--- config.mk ---
export PLATFORM = sky130hd
export DESIGN_NAME = twos_to_sign_mag
export DESIGN_NICKNAME = d
export VERILOG_FILES = /design/src/rtl/twos_pkg.sv /design/src/rtl/twos_to_sign_mag_serial_negate_cell.sv /design/src/rtl/twos_to_sign_mag.sv
export SDC_FILE = /design/constraint.sdc
export NUM_CORES = 1
export LEC_CHECK = 0
export CORE_MARGIN = 2
export CORE_UTILIZATION = 51
export CTS_CLUSTER_DIAMETER = 150
export DETAILED_ROUTE_END_ITERATION = 10
export PLACE_DENSITY = 0.77
export SLEW_MARGIN = 10
export SYNTH_ARGS = -nofsm -noshare
export SYNTH_HDL_FRONTEND = slang
export SYNTH_SLANG_ARGS = --single-unit
--- constraint.sdc ---
create_clock -name clk -period 2.05 [get_ports clk]
set_input_delay 0.3075 -clock clk [delete_from_list [all_inputs] [get_ports clk]]
set_output_delay 0.3075 -clock clk [all_outputs]
set_load 0.005 [all_outputs]
--- src/rtl/twos_pkg.sv ---
// Shared definitions for the two's complement / sign-magnitude converters.
package twos_pkg;

   // Default operand width, shared with the twos_compliment encoder.
   localparam int DEFAULT_WIDTH = 8;

   // Converter FSM encoding.
   typedef enum logic [1:0] {
      S_IDLE  = 2'd0,
      S_SHIFT = 2'd1,
      S_DONE  = 2'd2
   } state_t;

   // Bits needed to count to value-1; never less than one bit.
   function automatic int clog2(input int value);
      int r;
      r = 0;
      while ((1 << r) < value) r++;
      return (r < 1) ? 1 : r;
   endfunction

endpackage

--- src/rtl/twos_to_sign_mag_serial_negate_cell.sv ---
// One bit of a serial two's complement negation: copy bits up to and
// including the first one, invert every bit after it. Only applied when
// the operand is negative; positive operands pass straight through.
module serial_negate_cell (
   input  logic a_bit,
   input  logic neg,
   input  logic seen_one,
   output logic mbit,
   output logic seen_one_next
);

   assign mbit          = a_bit ^ (neg & seen_one);
   assign seen_one_next = seen_one | a_bit;

endmodule

--- src/rtl/twos_to_sign_mag.sv ---
// Bit-serial two's complement to sign-magnitude decoder. An operand is
// captured in IDLE, its magnitude bits are produced LSB-first over WIDTH-1
// SHIFT cycles, and the result is published with a one-cycle ready strobe.
module twos_to_sign_mag
   import twos_pkg::*;
#(
   parameter int WIDTH = DEFAULT_WIDTH
) (
   input  logic             clk,
   input  logic             rst,
   input  logic             en,
   input  logic [WIDTH-1:0] A,
   output logic             busy,
   output logic             ready,
   output logic             sign,
   output logic             ovf,
   output logic [WIDTH-1:0] Output
);

   localparam int             CNT_W    = clog2(WIDTH);
   localparam logic [CNT_W-1:0] LAST_CNT = CNT_W'(WIDTH - 2);

   state_t             state_q, state_d;
   logic [WIDTH-1:0]   a_q, a_d;
   logic               neg_q, neg_d;
   logic [CNT_W-1:0]   cnt_q, cnt_d;
   logic               seen_q, seen_d;
   logic [WIDTH-2:0]   mag_q, mag_d;
   logic               busy_d, ready_d, sign_d, ovf_d;
   logic [WIDTH-1:0]   out_d;

   logic               a_bit;
   logic               mbit;
   logic               seen_next;
   logic [WIDTH-1:0]   mag_cat;
   logic [WIDTH-2:0]   mag_shifted;

   assign a_bit = a_q[cnt_q];

   serial_negate_cell u_cell (
      .a_bit         (a_bit),
      .neg           (neg_q),
      .seen_one      (seen_q),
      .mbit          (mbit),
      .seen_one_next (seen_next)
   );

   // New bit enters at the top, so after WIDTH-1 shifts bit k sits at mag[k].
   assign mag_cat     = {mbit, mag_q};
   assign mag_shifted = mag_cat[WIDTH-1:1];

   // Next-state and next-register values for the whole datapath.
   always_comb begin
      // NOTE: every signal gets a hold/default value first so no path leaves it unassigned (no latch).
      state_d = state_q;
      a_d     = a_q;
      neg_d   = neg_q;
      cnt_d   = cnt_q;
      seen_d  = seen_q;
      mag_d   = mag_q;
      busy_d  = busy;
      ready_d = 1'b0;
      sign_d  = sign;
      ovf_d   = ovf;
      out_d   = Output;

      case (state_q)
         S_IDLE: begin
            if (en) begin
               state_d = S_SHIFT;
               a_d     = A;
               neg_d   = A[WIDTH-1];
               cnt_d   = '0;
               seen_d  = 1'b0;
               mag_d   = '0;
               busy_d  = 1'b1;
            end
         end
         S_SHIFT: begin
            mag_d  = mag_shifted;
            seen_d = seen_next;
            cnt_d  = cnt_q + CNT_W'(1);
            if (cnt_q == LAST_CNT) begin
               state_d = S_DONE;
               cnt_d   = '0;
               out_d   = {neg_q, mag_shifted};
               sign_d  = neg_q;
               // Only the most-negative value has a sign bit and all-zero low bits.
               ovf_d   = neg_q & (a_q[WIDTH-2:0] == '0);
               ready_d = 1'b1;
               busy_d  = 1'b0;
            end
         end
         S_DONE: begin
            state_d = S_IDLE;
         end
         default: begin
            state_d = S_IDLE;
         end
      endcase
   end

   // State, datapath and output registers; reset clears everything at once.
   always_ff @(posedge clk or posedge rst) begin
      if (rst) begin
         state_q <= S_IDLE;
         a_q     <= '0;
         neg_q   <= 1'b0;
         cnt_q   <= '0;
         seen_q  <= 1'b0;
         mag_q   <= '0;
         busy    <= 1'b0;
         ready   <= 1'b0;
         sign    <= 1'b0;
         ovf     <= 1'b0;
         Output  <= '0;
      end else begin
         // NOTE: non-blocking assignments so every register samples pre-edge values.
         state_q <= state_d;
         a_q     <= a_d;
         neg_q   <= neg_d;
         cnt_q   <= cnt_d;
         seen_q  <= seen_d;
         mag_q   <= mag_d;
         busy    <= busy_d;
         ready   <= ready_d;
         sign    <= sign_d;
         ovf     <= ovf_d;
         Output  <= out_d;
      end
   end

endmodule

==> summary.txt, run 1 <==
Power
  – Maximum vdd drop: about 950 uV
  – Pleak: 0.708 nW
  – P per Cell Area: between 1000 and 1500 mW/mm^2

Finish
  – Area growth syn-to-layout: 24.1%
  – Register Area: slightly below 800 sq um
  – Nets: approximately 150
  – Final std cell area, no fill: 0.00163 sq mm
  – Footprint of the multi-input gates: slightly below 500 sq um
  – Final Util: 66.4%
  – N_diodes: 0
  – Fillers: 180
  – Ratio of cells with drive above 1 in the final layout: 19.4%

Routing
  – Initial DRC count: 7
  – Pre-antenna DRT Iters: 4
  – Via Count: approximately 880
  – Via density per instance: 5.37
  – DRT antenna net count: 0
  – Final wirelength: around 2200 microns
  – Routed length per instance: 13.5 microns
  – Remaining DRCs: 0

Die
  – Core ar.: 0.00245 sq mm
  – Standard-cell rows: 18
  – Die height: 54.7 microns
  – Starting Density: between 50% and 60%
  – Full die area: around 0.0030 sq mm
  – DIE WIDTH: 54.7 microns
  – I/O Pins: 23

Setup path
  – Worst r2r src: cnt_q[0]$_DFFE_PP0P_
  – Crit-path leading delay family: multiplexers
  – CP Cell Sequence: mux4_2 -> mux2i_4 -> xnor2_1 -> mux2i_1
  – Setup CP Type: reg -> reg
  – CP Data Arrival Time: around 1.9 ns
  – Startpoint types: register
  – Max FO, Critical Path: 10
  – Critical Path RT: 2.26 ns
  – Critical Path End Type: register
  – CP startpoint: cnt_q[0]$_DFFE_PP0P_
  – CP max-delay cell: mux4_2
  – CP max stage delay: 0.59 ns
  – CP bufs+invs: 0

Timing
  – Setup Skew: 0.00633 ns
  – Final min period: 1.70 ns
  – Final WS setup: 0.351 ns
  – Sum Neg Setup Slack: 0 ns
  – Pins over their slew limit: 0
  – Crit share post-route: 82.9%
  – Slew headroom: around 74%
  – Least-Margin Pin Slew: 0.383 ns
  – FMAX: 588 MHz
  – Final hold vios: 0
  – # setup viols final: 0
  – RSZ-0062 raised after global routing: no

Clock network
  – Clk pin slew, worst setup/hold paths: ~0.090 ns
  – Root Driver: clkbuf_4
  – Setup bufs post-CTS: 0
  – Post-CTS resize count: 0
  – Post-cts hold buffer count: 0
  – Clock sinks: 31
  – Worst skew pair latency: 0.33 ns
  – CTS max path bufs: 2
  – CTS tree: built
  – H-tree Lvls: 2
  – CTS buffer count: 5

Place
  – DP Worst Slack: 0.348 ns
  – HPWL after DPL: 1630 microns
  – DP Area: 0.00157 sq mm
  – RePlAce Congestion: 0.732
  – I/O Buffers: 22

Synthesis
  – Net Count, Synth: 117
  – FF+latch count, synth: 31
  – Sequential area share after synthesis: about three fifths
  – Synth Cell Area: between 0.001 and 0.0015 sq mm
  – Avg Synthesized Cell Area: 12.4 sq um
  – Synth warn: 0
  – Synth cell types: 27
  – Syn Inst Count: 106

Min path
  – Hold crit path type: in -> async

Status
  – Status: finished clean

Global routing
  – Largest net degree at the start of global routing: 32
  – Antenna violations before repair: 0
  – Total global routing overflow: 0
  – First-pass GRT wire length: approximately 3800 microns
  – Gr usage total: 19.3%
  – Vias in the first global route: 871

Run
  – Max-cap violations: 0
==> tightest hold or removal path: cells and delay by family <==
family / cells / cell delay (ns)
buffers and inverters: 3 / 0.79
==> cells in the mapped netlist, drive strengths merged <==
cell type | count | area [sq um]
dfrtp | 31 | 776
nand2 | 16 | 60.1
mux2 | 15 | 169
o21ai | 12 | 60.1
inv | 4 | 15.0
buf | 3 | 23.8
clkbuf | 3 | 11.3
nor2 | 3 | 11.3
nor3 | 3 | 20.0
mux2i | 2 | 32.5
mux4 | 2 | 45.0
nand2b | 2 | 12.5
nand3 | 2 | 10.0
nor2b | 1 | 6.26
nor3b | 1 | 12.5
nor4 | 1 | 6.26
nor4b | 1 | 8.76
o21ba | 1 | 10.0
o21bai | 1 | 7.51
o22ai | 1 | 6.26
xnor2 | 1 | 8.76
==> power breakdown <==
part | switching (W) | leakage (nW) | internal (W)
clock network | 0.000190 | 0.0341 | 0.000159
registers | 0.000221 | 0.380 | 0.000878
logic | 0.000356 | 0.294 | 0.000552
==> cell usage in the layout, fill, tap and decap left out, drive strengths merged, types with 2 or more instances in the layout <==
master         instances
mux4                   2
inv                    4
clkdlybuf4s50         22
nand2b                 2
dfrtp                 31
nand3                  2
mux2i                  2
nor2                   3
o21ai                 12
buf                    5
nor3                   3
mux2                  15
nand2                 16
clkbuf                 6
==> metal layers <==
metal | wire, microns | GRT usage [%] | part of all wire [%] | up-vias
met3 | 130 | 8.20 | 5.9 | 7
met5 | 0 | 0 | 0 | -
met1 | 914 | 21.2 | 41 | 427
met2 | 1120 | 31.5 | 51 | 26
li1 | - | - | - | 421
met4 | 48 | 10.0 | 2.2 | 0
==> flip-flops by register name, indices dropped and copies added (netlist names) <==
signal / cells
ready: 1
busy: 1
a_q: 8
ovf: 1
seen_q: 1
cnt_q: 3
mag_q: 6
Output: 8
state_q: 2
==> worst paths after layout <==
check                                          to  slack (ns)  cells past startpoint
setup / recovery            Output[6]$_DFFE_PP0P_        0.35                      4
hold / removal                    ovf$_DFFE_PP0P_        0.35                      3
setup reg to reg            Output[6]$_DFFE_PP0P_        0.35                      4
hold reg to reg             Output[3]$_DFFE_PP0P_        0.49                      1
max in group asynchronous  state_q[0]$_DFFE_PP0P_        1.41                      3
min in group clk            Output[3]$_DFFE_PP0P_        0.49                      1
==> per-stage QoR <==
| step | total power [W] | instances | hold slack, ns |
|---|---|---|---|
| floorplan | 0.00169 | 106 | 0.411 |
| global placement | 0.00199 | 157 | 0.467 |
| detailed placement | 0.00204 | 157 | 0.474 |
| CTS | 0.00240 | 164 | 0.356 |
| global route | 0.00254 | 164 | 0.414 |
| finish | 0.00236 | 164 | 0.353 |
==> cell families (layout without fill, tap and decap cells) <==
family,after synthesis,in the layout,share of synthesized area (%)
AO/OA/AOI/OAI,15,15,6.39
XOR/XNOR,1,1,0.667
buffers and inverters,10,38,3.81
flip-flops,31,31,59.1
multiplexers,19,19,18.8
AND/OR/NAND/NOR,30,30,11.2
==> area by class of cell <==
| type | instances | area share [%] |
|---|---|---|
| clock buffer | 6 | 3.15 |
| clock inverter | 1 | 0.307 |
| inverter | 4 | 0.922 |
| multi-input combinational | 65 | 29.9 |
| sequential | 31 | 47.6 |
| tap | 30 | 2.30 |
| timing repair buffer | 27 | 15.8 |
Note: power is estimated with default switching activity, not from simulation.
==> run 2: changes to the inputs <==
--- a/config.mk
+++ b/config.mk
@@ -6,10 +6,10 @@
 export NUM_CORES = 1
 export LEC_CHECK = 0
 export CORE_MARGIN = 2
-export CORE_UTILIZATION = 51
+export CORE_UTILIZATION = 46
 export CTS_CLUSTER_DIAMETER = 150
 export DETAILED_ROUTE_END_ITERATION = 10
-export PLACE_DENSITY = 0.77
+export PLACE_DENSITY = 0.73
 export SLEW_MARGIN = 10
 export SYNTH_ARGS = -nofsm -noshare
 export SYNTH_HDL_FRONTEND = slang
==> constraint.sdc (replaced) <==
create_clock -name clk -period 1.4 [get_ports clk]
set_input_delay 0.21 -clock clk [delete_from_list [all_inputs] [get_ports clk]]
set_output_delay 0.21 -clock clk [all_outputs]
set_load 0.005 [all_outputs]
==> run 2 against run 1 <==
Against the previous run: the run now ends with setup timing left; sequential power up 41%; clock-buffer cell count is the same; hold slack got worse by 0.11 ns; critical path type unchanged; total power rose by 73%; cell count rose by 16%; wire length rose by 27%; largest power group is now combinational cells; setup slack got worse by 0.44 ns; highest routed layer unchanged.
==> summary.txt, run 2 (synthesized netlist as in run 1, its figures left out) <==
Status
  – Status: finished, violations left
  – Failing checks: setup timing

Clock network
  – CTS tree: built
  – Root Driver: clkbuf_4
  – H-tree Lvls: 2
  – Post-cts hold buffer count: 0
  – Worst skew pair latency: 0.34 ns
  – CTS max path bufs: 2
  – Clk pin slew, worst setup/hold paths: about 0.10 ns
  – CTS buffer count: 5
  – Clock sinks: 31

Setup path
  – Max FO, Critical Path: 3
  – Reg2Reg Depth: 4
  – Critical Path End Type: register
  – CP Data Arrival Time: roughly 1.7 ns
  – Critical Path RT: between 1.5 and 2 ns
  – Setup CP Type: reg -> reg
  – Startpoint types: register

Finish
  – Register Area: 778 sq um
  – Fillers: 201
  – Nets: about 170
  – N_diodes: 0
  – Top flop regs: Output: 8 flops, a_q: 8 flops, mag_q: 6 flops
  – Area growth syn-to-layout: 46.2%
  – Commonest non-fill, non-tap cell in the layout: dfrtp_1
  – Ratio of cells with drive above 1 in the final layout: 38.1%
  – Footprint of the multi-input gates: roughly 540 sq um
  – Most frequent cells in the layout: dfrtp_1 (29), buf_4 (25), nand2_1 (16)
  – Final std cell area, no fill: 0.00192 sq mm

Place
  – I/O Buffers: 22
  – DP Area: 0.00171 sq mm
  – RePlAce Congestion: around 0.92
  – HPWL after DPL: approximately 1700 microns

Routing
  – Routed length per instance: 14.7 microns
  – M1 WL: about 1100 microns
  – Pre-antenna DRT Iters: 4
  – Top layer in use: met4
  – Final wirelength: 2810 microns
  – Remaining DRCs: 0
  – DRT antenna net count: 0
  – Met2 wire length: 1430 microns
  – Initial DRC count: 26
  – Wire length on met3: 160 microns
  – Via density per instance: 5.20
  – Via Count: 993

Global routing
  – Total global routing overflow: 0
  – Antenna violations before repair: 0
  – Gr usage total: between 10% and 20%
  – First-pass GRT wire length: 4320 microns
  – Vias in the first global route: 982
  – Largest net degree at the start of global routing: 32

Power
  – P per Cell Area: 2130 mW/mm^2
  – Maximum vdd drop: 1260 uV
  – Design Power: 0.00408 W
  – Pleak: 0.925 nW

Run
  – Max-cap violations: 0

Timing
  – Final min period: around 1.5 ns
  – Least-Margin Pin Slew: 0.383 ns
  – Sum Neg Setup Slack: -0.244 ns
  – Crit share post-route: 106%
  – FMAX: 672 MHz
  – Pins over their slew limit: 0
  – # setup viols final: 3
  – RSZ-0062 raised after global routing: yes
  – Final hold vios: 0
  – Final WS setup: -0.0891 ns
  – Setup Skew: approximately 0.014 ns
  – Slew headroom: 74.4%

Die
  – Core ar.: 0.00273 sq mm
  – Die height: between 50 and 60 microns
  – I/O Pins: 23
  – Full die area: 0.00330 sq mm
  – Standard-cell rows: 19
  – DIE WIDTH: about 57 microns
  – Starting Density: 48.0%

Min path
  – Hold crit path type: in -> async
-- run 2: cell types whose count changed in the layout (fill, tap and decap cells not counted), sizes merged --
cell           previous run  this run
dlymetal6s2s              0         2
buf                       5        30
clkbuf                    6         7
dlygate4sd2               0        10
clkdlybuf4s50            22        10
-- run 2: what timing repair did --
item / in CTS / in global routing
gates cloned: 1 / 1
resized for setup: 15 / 15
endpoints found under the setup margin: 20 / 15
setup buffers: 3 / 7
pin swaps: 2 / 3
endpoints found under the hold margin: 0 / 0
-- run 2: path summary, 6_finish.rpt --
kind | startpoint | to | slack (ns)
min reg2reg | Output[5]$_DFFE_PP0P_ | Output[5]$_DFFE_PP0P_ | 0.51
max reg2reg | cnt_q[0]$_DFFE_PP0P_ | mag_q[6]$_DFFE_PP0P_ | -0.09
min | rst | mag_q[1]$_DFFE_PP0P_ | 0.24
max in group asynchronous | rst | cnt_q[0]$_DFFE_PP0P_ | 0.87
min in group clk | A[6] | a_q[6]$_DFFE_PP0P_ | 0.49
max | cnt_q[0]$_DFFE_PP0P_ | mag_q[6]$_DFFE_PP0P_ | -0.09
-- run 2: layout make-up --
class | count | area share, %
inverters | 4 | 0.782
multi-input cells | 65 | 28.2
repair buffers | 53 | 25.6
well taps | 31 | 2.02
flip-flops and latches | 31 | 40.5
clock inverters | 1 | 0.261
clock buffers | 6 | 2.67
-- run 2: report_power, final --
part / internal [W] / switching (W) / leakage, nW
registers: 0.00129 / 0.000259 / 0.378
clock network: 0.000232 / 0.000300 / 0.0341
logic: 0.00124 / 0.000761 / 0.512
-- run 2: metrics by stage --
stage | util (%) | cells | setup slack, ns | hold WS, ns
2_1_floorplan | - | 106 | -0.0910 | 0.314
3_3_place_gp | 62.4 | 172 | -0.137 | 0.466
3_5_place_dp | 62.4 | 172 | -0.173 | 0.476
4_1_cts | 65.9 | 183 | -0.100 | 0.240
5_1_grt | 70.2 | 191 | -0.144 | 0.305
6_report | 70.2 | 191 | -0.0891 | 0.238
-- run 2: worst max-delay path, cell delays in order, from the launching register on --
cell and delay [ns]:
dfrtp_2 0.41, mux4_2 0.53, mux2i_4 0.19, xnor2_2 0.14, o22ai_1 0.09
-- run 2: routing by layer --
| layer | up-vias | global-route usage (%) |
|---|---|---|
| met1 | 487 | 21.3 |
| met3 | 6 | 7.03 |
| li1 | 466 | - |
| met4 | 0 | 9.63 |
| met5 | - | 0 |
| met2 | 34 | 28.7 |
==> run 3: changes to the inputs <==
--- a/config.mk
+++ b/config.mk
@@ -5,11 +5,12 @@
 export SDC_FILE = /design/constraint.sdc
 export NUM_CORES = 1
 export LEC_CHECK = 0
+export CAP_MARGIN = 40
 export CORE_MARGIN = 2
-export CORE_UTILIZATION = 46
+export CORE_UTILIZATION = 55
 export CTS_CLUSTER_DIAMETER = 150
 export DETAILED_ROUTE_END_ITERATION = 10
-export PLACE_DENSITY = 0.73
+export PLACE_DENSITY = 0.82
 export SLEW_MARGIN = 10
 export SYNTH_ARGS = -nofsm -noshare
 export SYNTH_HDL_FRONTEND = slang
==> constraint.sdc (replaced) <==
create_clock -name clk -period 1.9 [get_ports clk]
set_input_delay 0.285 -clock clk [delete_from_list [all_inputs] [get_ports clk]]
set_output_delay 0.285 -clock clk [all_outputs]
set_load 0.005 [all_outputs]
==> run 3 against run 2 <==
Against the previous run: the flow now finishes without violations; flip-flop and latch count is the same; setup slack gained 0.28 ns; clock power grew 0.8%; critical path depth is the same; total power shrank 33%; clock-buffer cell count is the same; wire length shrank 14%; sequential power shrank 23%; cell count shrank 15%.
==> summary.txt, run 3 (synthesized netlist as in run 1, its figures left out) <==
Global routing
  – Total global routing overflow: 0
  – Met3 GRT Util: between 8 and 9%
  – Antenna violations before repair: 0
  – Largest net degree at the start of global routing: 32
  – First-pass GRT wire length: 3860 microns
  – Most Crowded Layer GR: met2
  – Gr usage total: 21.2%
  – GR Layer Usage met1: about a quarter
  – Met2 global-route usage: 33.8%
  – Vias in the first global route: 853

Finish
  – Area growth syn-to-layout: 26.2%
  – Ratio of cells with drive above 1 in the final layout: 20.0%
  – Commonest non-fill, non-tap cell in the layout: dfrtp_1
  – Fin cells: 163
  – Nets: roughly 150
  – Most frequent cells in the layout: dfrtp_1 (31), clkdlybuf4s50_1 (22), nand2_1 (16)
  – N_diodes: 0
  – Top flop regs: Output: 8 flops, a_q: 8 flops, mag_q: 6 flops

Place
  – Placed insts: 155
  – I/O Buffers: 22
  – HPWL after DPL: 1650 microns
  – RePlAce Congestion: ~0.71

Clock network
  – CTS tree: built
  – CTS max path bufs: 2
  – Post-CTS resize count: 0
  – Setup bufs post-CTS: 0
  – Root Driver: clkbuf_4
  – H-tree Lvls: 2
  – Clock sinks: 31
  – Clk pin slew, worst setup/hold paths: 0.10 ns
  – Worst skew pair latency: between 0.3 and 0.4 ns
  – CTS buffer count: 5
  – Post-cts hold buffer count: 0

Timing
  – Least-Margin Pin Slew: 0.390 ns
  – Final min period: 1.71 ns
  – Setup Skew: 0.00951 ns
  – RSZ-0062 raised after global routing: no
  – Slew headroom: 73.9%
  – FMAX: 584 MHz
  – Crit share post-route: between 90% and 100%
  – Sum Neg Setup Slack: 0 ns
  – Final hold vios: 0
  – Pins over their slew limit: 0
  – # setup viols final: 0

Routing
  – Via density per instance: 5.45
  – Remaining DRCs: 0
  – Final wirelength: 2410 microns
  – DRT antenna net count: 0
  – Via Count: between 800 and 900
  – Initial DRC count: 24
  – Routed length per instance: roughly 15 microns
  – Pre-antenna DRT Iters: 4

Die
  – Starting Density: about three fifths
  – I/O Pins: 23
  – Standard-cell rows: 17
  – Die height: around 53 microns
  – Core ar.: 0.00223 sq mm
  – DIE WIDTH: 52.9 microns
  – Full die area: 0.00279 sq mm

Setup path
  – CP Data Arrival Time: between 1.5 and 2 ns
  – CP Cell Sequence: mux4_2 -> mux2i_4 -> xnor2_1 -> mux2i_1
  – CP max stage delay: between 0.5 and 0.6 ns
  – Startpoint types: register
  – Critical Path RT: 2.12 ns
  – Setup CP Type: reg -> reg
  – CP bufs+invs: 0
  – CP max-delay cell: mux4_2
  – Max FO, Critical Path: 10
  – Critical Path End Type: register
  – Crit-path leading delay family: multiplexers

Power
  – Maximum vdd drop: 1250 uV
  – Pleak: 0.722 nW
  – P per Cell Area: roughly 1700 mW/mm^2

Run
  – Max-cap violations: 0

Status
  – Status: finished clean

Min path
  – Hold crit path type: in -> async
-- run 3: cell count changes in the layout (fill, tap and decap cells not counted), sizes merged --
cell / previous run / this run
buf: 30 / 5
clkdlybuf4s50: 10 / 22
bufinv: 0 / 1
clkbuf: 7 / 6
dlymetal6s2s: 2 / 0
dlygate4sd2: 10 / 0
-- run 3: through the flow --
| stage | cell area (sq um) | hold WS [ns] | setup slack (ns) | utilization [%] | total power (W) |
|---|---|---|---|---|---|
| 4_1_cts | 1660 | 0.328 | 0.191 | 74.2 | 0.00276 |
| 2_1_floorplan | 1310 | 0.389 | 0.344 | - | 0.00182 |
| 6_report | 1660 | 0.321 | 0.188 | 74.2 | 0.00273 |
| 5_1_grt | 1660 | 0.378 | 0.109 | 74.2 | 0.00290 |
| 3_5_place_dp | 1570 | 0.476 | 0.204 | 70.3 | 0.00221 |
| 3_3_place_gp | 1570 | 0.466 | 0.286 | 70.3 | 0.00214 |
-- run 3: final timing paths --
path | endpoint | startpoint | slack (ns) | cells after the start
min reg2reg | Output[5]$_DFFE_PP0P_ | Output[5]$_DFFE_PP0P_ | 0.49 | 1
min in group clk | Output[5]$_DFFE_PP0P_ | Output[5]$_DFFE_PP0P_ | 0.49 | 1
max | Output[6]$_DFFE_PP0P_ | cnt_q[0]$_DFFE_PP0P_ | 0.19 | 4
min | Output[3]$_DFFE_PP0P_ | rst | 0.32 | 3
max reg2reg | Output[6]$_DFFE_PP0P_ | cnt_q[0]$_DFFE_PP0P_ | 0.19 | 4
max in group asynchronous | Output[2]$_DFFE_PP0P_ | rst | 1.30 | 3
-- run 3: worst reg2reg max path, delay by kind of cell, from the launching register on --
family,cells,cell delay [ns]
muxes,3,0.88
xor gates and xnor gates,1,0.18
DFF,1,0.55
-- run 3: where the power goes --
part / leakage, nW / internal [W] / switching [W]
registers: 0.380 / 0.000947 / 0.000243
clock network: 0.0482 / 0.000311 / 0.000225
logic: 0.294 / 0.000595 / 0.000412
total: 0.722 / 0.00185 / 0.000880
-- run 3: area by class of cell --
class / instances / area (sq um)
fillers: 152 / 577
multi-input cells: 65 / 487
repair buffers: 27 / 258
inverters: 4 / 15.0
flip-flops and latches: 31 / 776
well taps: 28 / 35.0
clock buffers: 6 / 51.3
clock inverters: 2 / 35.0
-- run 3: routing by layer --
metal	vias to the layer above	wire (microns)
met3	8	145
met5	-	0
met2	28	1210
met4	0	85
met1	436	964
li1	417	-
